==> src/rtl/lsu_arbiter.sv <==
// Two-master arbiter/sequencer in front of the single lsu port: one transaction at a time,
// fixed priority to master 0 with a starvation guard that forces master 1 through after MAX_HOLD wins.
//
//   state  | meaning
//   IDLE   | arbitrate, pulse winner gnt, latch its command
//   ISSUE  | drive lsu command pins for one cycle
//   RDWAIT | count read latency, capture i_ld_data for the winner
module lsu_arbiter #(
  parameter int unsigned RD_LAT   = 1,
  parameter int unsigned MAX_HOLD = 4
) (
  input  logic        i_clk,
  input  logic        i_rst,
  input  logic        i_m0_req,
  input  logic        i_m0_wren,
  input  logic [31:0] i_m0_addr,
  input  logic [3:0]  i_m0_mask,
  input  logic        i_m0_un,
  input  logic [31:0] i_m0_wdata,
  output logic        o_m0_gnt,
  output logic        o_m0_rvalid,
  output logic [31:0] o_m0_rdata,
  input  logic        i_m1_req,
  input  logic        i_m1_wren,
  input  logic [31:0] i_m1_addr,
  input  logic [3:0]  i_m1_mask,
  input  logic        i_m1_un,
  input  logic [31:0] i_m1_wdata,
  output logic        o_m1_gnt,
  output logic        o_m1_rvalid,
  output logic [31:0] o_m1_rdata,
  output logic [31:0] o_lsu_addr,
  output logic [3:0]  o_lsu_mask,
  output logic        o_lsu_un,
  output logic        o_lsu_wren,
  output logic        o_lsu_rden,
  output logic [31:0] o_st_data,
  input  logic [31:0] i_ld_data,
  output logic        o_busy
);

  localparam logic [2:0] RD_LAT_C   = 3'(RD_LAT);
  localparam logic [3:0] MAX_HOLD_C = 4'(MAX_HOLD);

  typedef enum logic [1:0] {
    IDLE   = 2'd0,
    ISSUE  = 2'd1,
    RDWAIT = 2'd2
  } state_t;

  state_t      state_q, state_d;
  logic [31:0] addr_q, addr_d;
  logic [31:0] wdata_q, wdata_d;
  logic [3:0]  mask_q, mask_d;
  logic        un_q, un_d;
  logic        wren_q, wren_d;
  logic        win_q, win_d;
  logic [2:0]  lat_q, lat_d;
  logic [3:0]  hold_q, hold_d;
  logic        rv0_q, rv0_d;
  logic        rv1_q, rv1_d;
  logic [31:0] rd0_q, rd0_d;
  logic [31:0] rd1_q, rd1_d;
  logic        gnt0, gnt1;

  always_ff @(posedge i_clk or posedge i_rst) begin
    if (i_rst) begin
      state_q <= IDLE;
      addr_q  <= '0;
      wdata_q <= '0;
      mask_q  <= '0;
      un_q    <= 1'b0;
      wren_q  <= 1'b0;
      win_q   <= 1'b0;
      lat_q   <= '0;
      hold_q  <= '0;
      rv0_q   <= 1'b0;
      rv1_q   <= 1'b0;
      rd0_q   <= '0;
      rd1_q   <= '0;
    end else begin
      state_q <= state_d;
      addr_q  <= addr_d;
      wdata_q <= wdata_d;
      mask_q  <= mask_d;
      un_q    <= un_d;
      wren_q  <= wren_d;
      win_q   <= win_d;
      lat_q   <= lat_d;
      hold_q  <= hold_d;
      rv0_q   <= rv0_d;
      rv1_q   <= rv1_d;
      rd0_q   <= rd0_d;
      rd1_q   <= rd1_d;
    end
  end

  always_comb begin
    state_d = state_q;
    addr_d  = addr_q;
    wdata_d = wdata_q;
    mask_d  = mask_q;
    un_d    = un_q;
    wren_d  = wren_q;
    win_d   = win_q;
    lat_d   = lat_q;
    hold_d  = hold_q;
    rv0_d   = 1'b0;
    rv1_d   = 1'b0;
    rd0_d   = rd0_q;
    rd1_d   = rd1_q;
    gnt0    = 1'b0;
    gnt1    = 1'b0;
    case (state_q)
      IDLE: begin
        if (i_m0_req || i_m1_req) begin
          state_d = ISSUE;
          // hold_q never passes MAX_HOLD: at MAX_HOLD a contested cycle goes to master 1
          if (i_m0_req && (!i_m1_req || hold_q < MAX_HOLD_C)) begin
            gnt0    = 1'b1;
            win_d   = 1'b0;
            addr_d  = i_m0_addr;
            wdata_d = i_m0_wdata;
            mask_d  = i_m0_mask;
            un_d    = i_m0_un;
            wren_d  = i_m0_wren;
            hold_d  = i_m1_req ? hold_q + 4'd1 : 4'd0;
          end else begin
            gnt1    = 1'b1;
            win_d   = 1'b1;
            addr_d  = i_m1_addr;
            wdata_d = i_m1_wdata;
            mask_d  = i_m1_mask;
            un_d    = i_m1_un;
            wren_d  = i_m1_wren;
            hold_d  = 4'd0;
          end
        end
      end
      ISSUE: begin
        if (wren_q) begin
          state_d = IDLE;
        end else begin
          state_d = RDWAIT;
          lat_d   = 3'd1;
        end
      end
      RDWAIT: begin
        if (lat_q == RD_LAT_C) begin
          state_d = IDLE;
          if (win_q) begin
            rd1_d = i_ld_data;
            rv1_d = 1'b1;
          end else begin
            rd0_d = i_ld_data;
            rv0_d = 1'b1;
          end
        end else begin
          lat_d = lat_q + 3'd1;
        end
      end
      default: state_d = IDLE;
    endcase
  end

  // grant is combinational off IDLE; mask it so nothing is accepted while reset is held
  assign o_m0_gnt    = gnt0 & ~i_rst;
  assign o_m1_gnt    = gnt1 & ~i_rst;
  assign o_m0_rvalid = rv0_q;
  assign o_m1_rvalid = rv1_q;
  assign o_m0_rdata  = rd0_q;
  assign o_m1_rdata  = rd1_q;
  assign o_lsu_addr  = addr_q;
  assign o_lsu_mask  = mask_q;
  assign o_lsu_un    = un_q;
  assign o_st_data   = wdata_q;
  assign o_lsu_wren  = (state_q == ISSUE) & wren_q;
  assign o_lsu_rden  = (state_q == ISSUE) & ~wren_q;
  assign o_busy      = (state_q != IDLE);

endmodule

==> config.mk <==
export PLATFORM = sky130hd
export DESIGN_NAME = lsu_arbiter
export DESIGN_NICKNAME = d
export VERILOG_FILES = /design/src/rtl/lsu_arbiter.sv
export SDC_FILE = /design/constraint.sdc
export NUM_CORES = 1
export LEC_CHECK = 0
export BUFFER_PORTS_ARGS = -buffer_cell sky130_fd_sc_hd__clkbuf_2
export CAP_MARGIN = 25
export CORE_MARGIN = 2
export CORE_UTILIZATION = 42
export CTS_CLUSTER_SIZE = 40
export DETAILED_ROUTE_END_ITERATION = 10
export HOLD_SLACK_MARGIN = 0.03
export PLACE_DENSITY = 0.81
export RECOVER_POWER = 100
export SLEW_MARGIN = 40
export SYNTH_ARGS = -nofsm -noshare
export SYNTH_HDL_FRONTEND = slang
export SYNTH_SLANG_ARGS = --single-unit
==> constraint.sdc <==
create_clock -name i_clk -period 4.35 [get_ports i_clk]
set_input_delay 0.435 -clock i_clk [delete_from_list [all_inputs] [get_ports i_clk]]
set_output_delay 0.435 -clock i_clk [all_outputs]
set_load 0.03 [all_outputs]
==> out/metrics.yaml <==
clock_network:
  cts_sinks: 146
  clockBufferDepth: 2
  cts_hold_buffers: 0
  path_clk_slew_ns: 0.06
  cts_tree: "built"
  post-cts-setup-buffers: 0
  clkLatencyLatePin_ns: 0.41
  root_buffer: "clkbuf_16"
  cts_buffers: 17
  h-tree-depth: 4
  post_cts_resized: 0
critical_path:
  crit_type: "in -> out"
  critPathSlowestCell: "clkbuf_1"
  crit_path_cell_trace: "clkbuf_1, clkbuf_1, and2_2, and3_1, clkbuf_2"
  cp_common_cell: "clkbuf_1"
  cp_max_fo: 34
  crit_path_end_kind: "output pin"
  cpPeakStageDelay_ns: 1.12
  cp-start-kind: "input port"
  crit_arrival_ns: 2.86
  worstPathRequired_ns: 3.91
finish:
  final_nets: 1061
  final_cell_mix: "clkbuf_2 (177), dfrtp_1 (146), clkbuf_1 (144), inv_1 (75), nand3_1 (71)"
  final_common_cell: "clkbuf_2"
  diodes: 0
  final_util: 0.5668
  drive_gt1_frac: 0.2894
  nFillCells: 1426
  area_delta_synth_final_pct: 31.20
route:
  drc: 0
  drt_first_pass_iters: 5
  drtIter0Drc: 433
  ant_nets: 0
  num_vias: 5942
  routed_via_density: 5.373
  drt_wl_total_um: 18990
  wire_per_inst_um: 17.17
floorplanning:
  die_y_um: 129.5
  die_w_um: 129.5
  die_area_um2: 16770
  coreArea_um2: 15310
  ios: 316
  fp-row-count: 45
  initial_core_util: 0.4320
global_routing:
  antenna_found_initial: 0
  grt_pass1_wl_um: 28910
  grt-ovfl-total: 0
  grt_max_degree: 87
  track_usage: 0.2205
  grt_pass1_vias: 5617
sta:
  finalHoldViolCount: 0
  skew_ns: 0.006684
  worst_slack_ns: 1.053
  drv_slew: 180
  setup_violations: 0
  max_slew.worst_pin.slew_ns: 1.963
  rsz0062_at_grt: "false"
  finalSetupTns_ns: 0
  timing.fmax_mhz: 303.3
  slew_headroom: -0.3083
  period_needed_ns: 3.297
  fin_crit_sh: 0.7580
synth:
  syn_area_um2: 6616
  async_reset_ff_frac: 1.000
  yosysTopAreaCell: "dfrtp_1"
  synthCells: 596
  synthFlopType: "dfrtp_1"
  syn_nets: 775
  synthTopCellsByArea: "dfrtp_1 (55%), o221ai_1 (9.3%), nand4_1 (6.6%), mux2_2 (6.1%), nand3_1 (5.3%)"
  synth-seq-cells: 146
  synthXorXnorAreaFrac: 0
  synth_edf_count: 0
  synthMuxAreaShare: 0.1106
  ys_seq_area_frac: 0.5522
  synth.avg_cell_area_um2: 11.10
  synthAdderAreaFrac: 0.005673
  synth-compound-area-share: 0.1044
  ys_types: 35
  synth_top_cell_area_share: 0.5522
  ys_warn_count: 0
  synth_top_family_by_area: "simple AND/OR/NAND/NOR gates"
  synth_simple_gate_area_frac: 0.1415
pwr:
  leakage_nw: 4.034
  power.total_mw: 7.316
  ir_drop_uv: 376.9
  power_density_nw_per_um2: 842.8
outcome:
  violations: "capacitance limit, slew limit"
  outcome: "finished with violations"
placement:
  io_buffers: 315
  post-place-ws_ns: 1.966
  globalplace.congestion: 0.7927
  dp_hpwl_um: 13170
run:
  drv_cap: 4
hold_path:
  hold_path_class: "in -> async"
==> synth_stat cells, drive strengths merged, types with 4 or more instances <==
cell,number
dfrtp,146
inv,77
nand3,71
nand4,70
o221ai,70
mux2,65
buf,33
clkbuf,27
nand2,5
o21ai,4
==> worst paths after layout <==
kind                                       end  slack, ns           from  cells past startpoint
worst max-delay path                  o_m0_gnt       1.05       i_m0_req                      5
worst min-delay path             o_st_data[12]       0.20          i_rst                      2
worst max register to register  o_m0_rdata[29]       1.41       lat_q[1]                      6
worst min register to register   o_m0_rdata[1]       0.48  o_m0_rdata[1]                      1
max in group asynchronous       o_m1_rdata[20]       1.98          i_rst                      3
min in group i_clk               o_m0_rdata[6]       0.26   i_ld_data[6]                      2
==> per-stage QoR <==
| step | hold WS [ns] | std cells | area, um2 |
|---|---|---|---|
| after global routing | 0.2460 | 1106 | 8681 |
| after floorplan | 0.4771 | 596 | 6620 |
| after CTS | 0.06141 | 1106 | 8887 |
| after detailed placement | 0.4742 | 1074 | 8292 |
| final | 0.2030 | 1106 | 8681 |
| after global placement | 0.4660 | 1074 | 8285 |
==> where the power goes <==
group | internal (mW) | total (mW) | leakage (nW) | switching, mW
Combinational | 0.984 | 3.46 | 1.98 | 2.48
Clock | 0.871 | 1.45 | 0.286 | 0.582
Sequential | 2.03 | 2.40 | 1.77 | 0.373
==> routing by layer <==
layer / vias up / global-route usage / part of all wire
met5: - / 0 / 0
met2: 278 / 0.3616 / 0.49
met4: 0 / 0.08096 / 0.018
met3: 21 / 0.07060 / 0.099
li1: 2790 / - / -
met1: 2853 / 0.2747 / 0.40
==> cell families after synthesis <==
| kind of cell | count (synthesis) |
|---|---|
| and+or+nand+nor | 163 |
| DFF | 146 |
| buffers and inverters | 137 |
| AOI/OAI and AO/OA | 82 |
| muxes | 65 |
| adders and majority gates | 3 |
==> area by class of cell <==
type / count / area, um2 / share of cell area
clock inverters: 13 / 152.6 / 0.01758
well taps: 211 / 264.0 / 0.03041
inverters: 77 / 292.8 / 0.03373
repair buffers: 327 / 1479 / 0.1704
flip-flops and latches: 146 / 3654 / 0.4209
multi-input cells: 313 / 2396 / 0.2760
clock buffers: 19 / 442.9 / 0.05102
==> registers in the layout (all words and copies together), names as in the netlist <==
signal,count
lat_q,3
wren_q,1
state_q,2
o_m1_rdata,32
o_lsu_mask,4
o_m1_rvalid,1
win_q,1
o_m0_rdata,32
hold_q,4
o_lsu_un,1
o_lsu_addr,32
o_st_data,32
o_m0_rvalid,1
==> critical path, delay by kind of cell <==
family	cells	cell delay, ns
AND/OR/NAND/NOR	2	0.99
buffers and inverters	3	1.42
No activity file was read; power rests on OpenSTA's default activity.
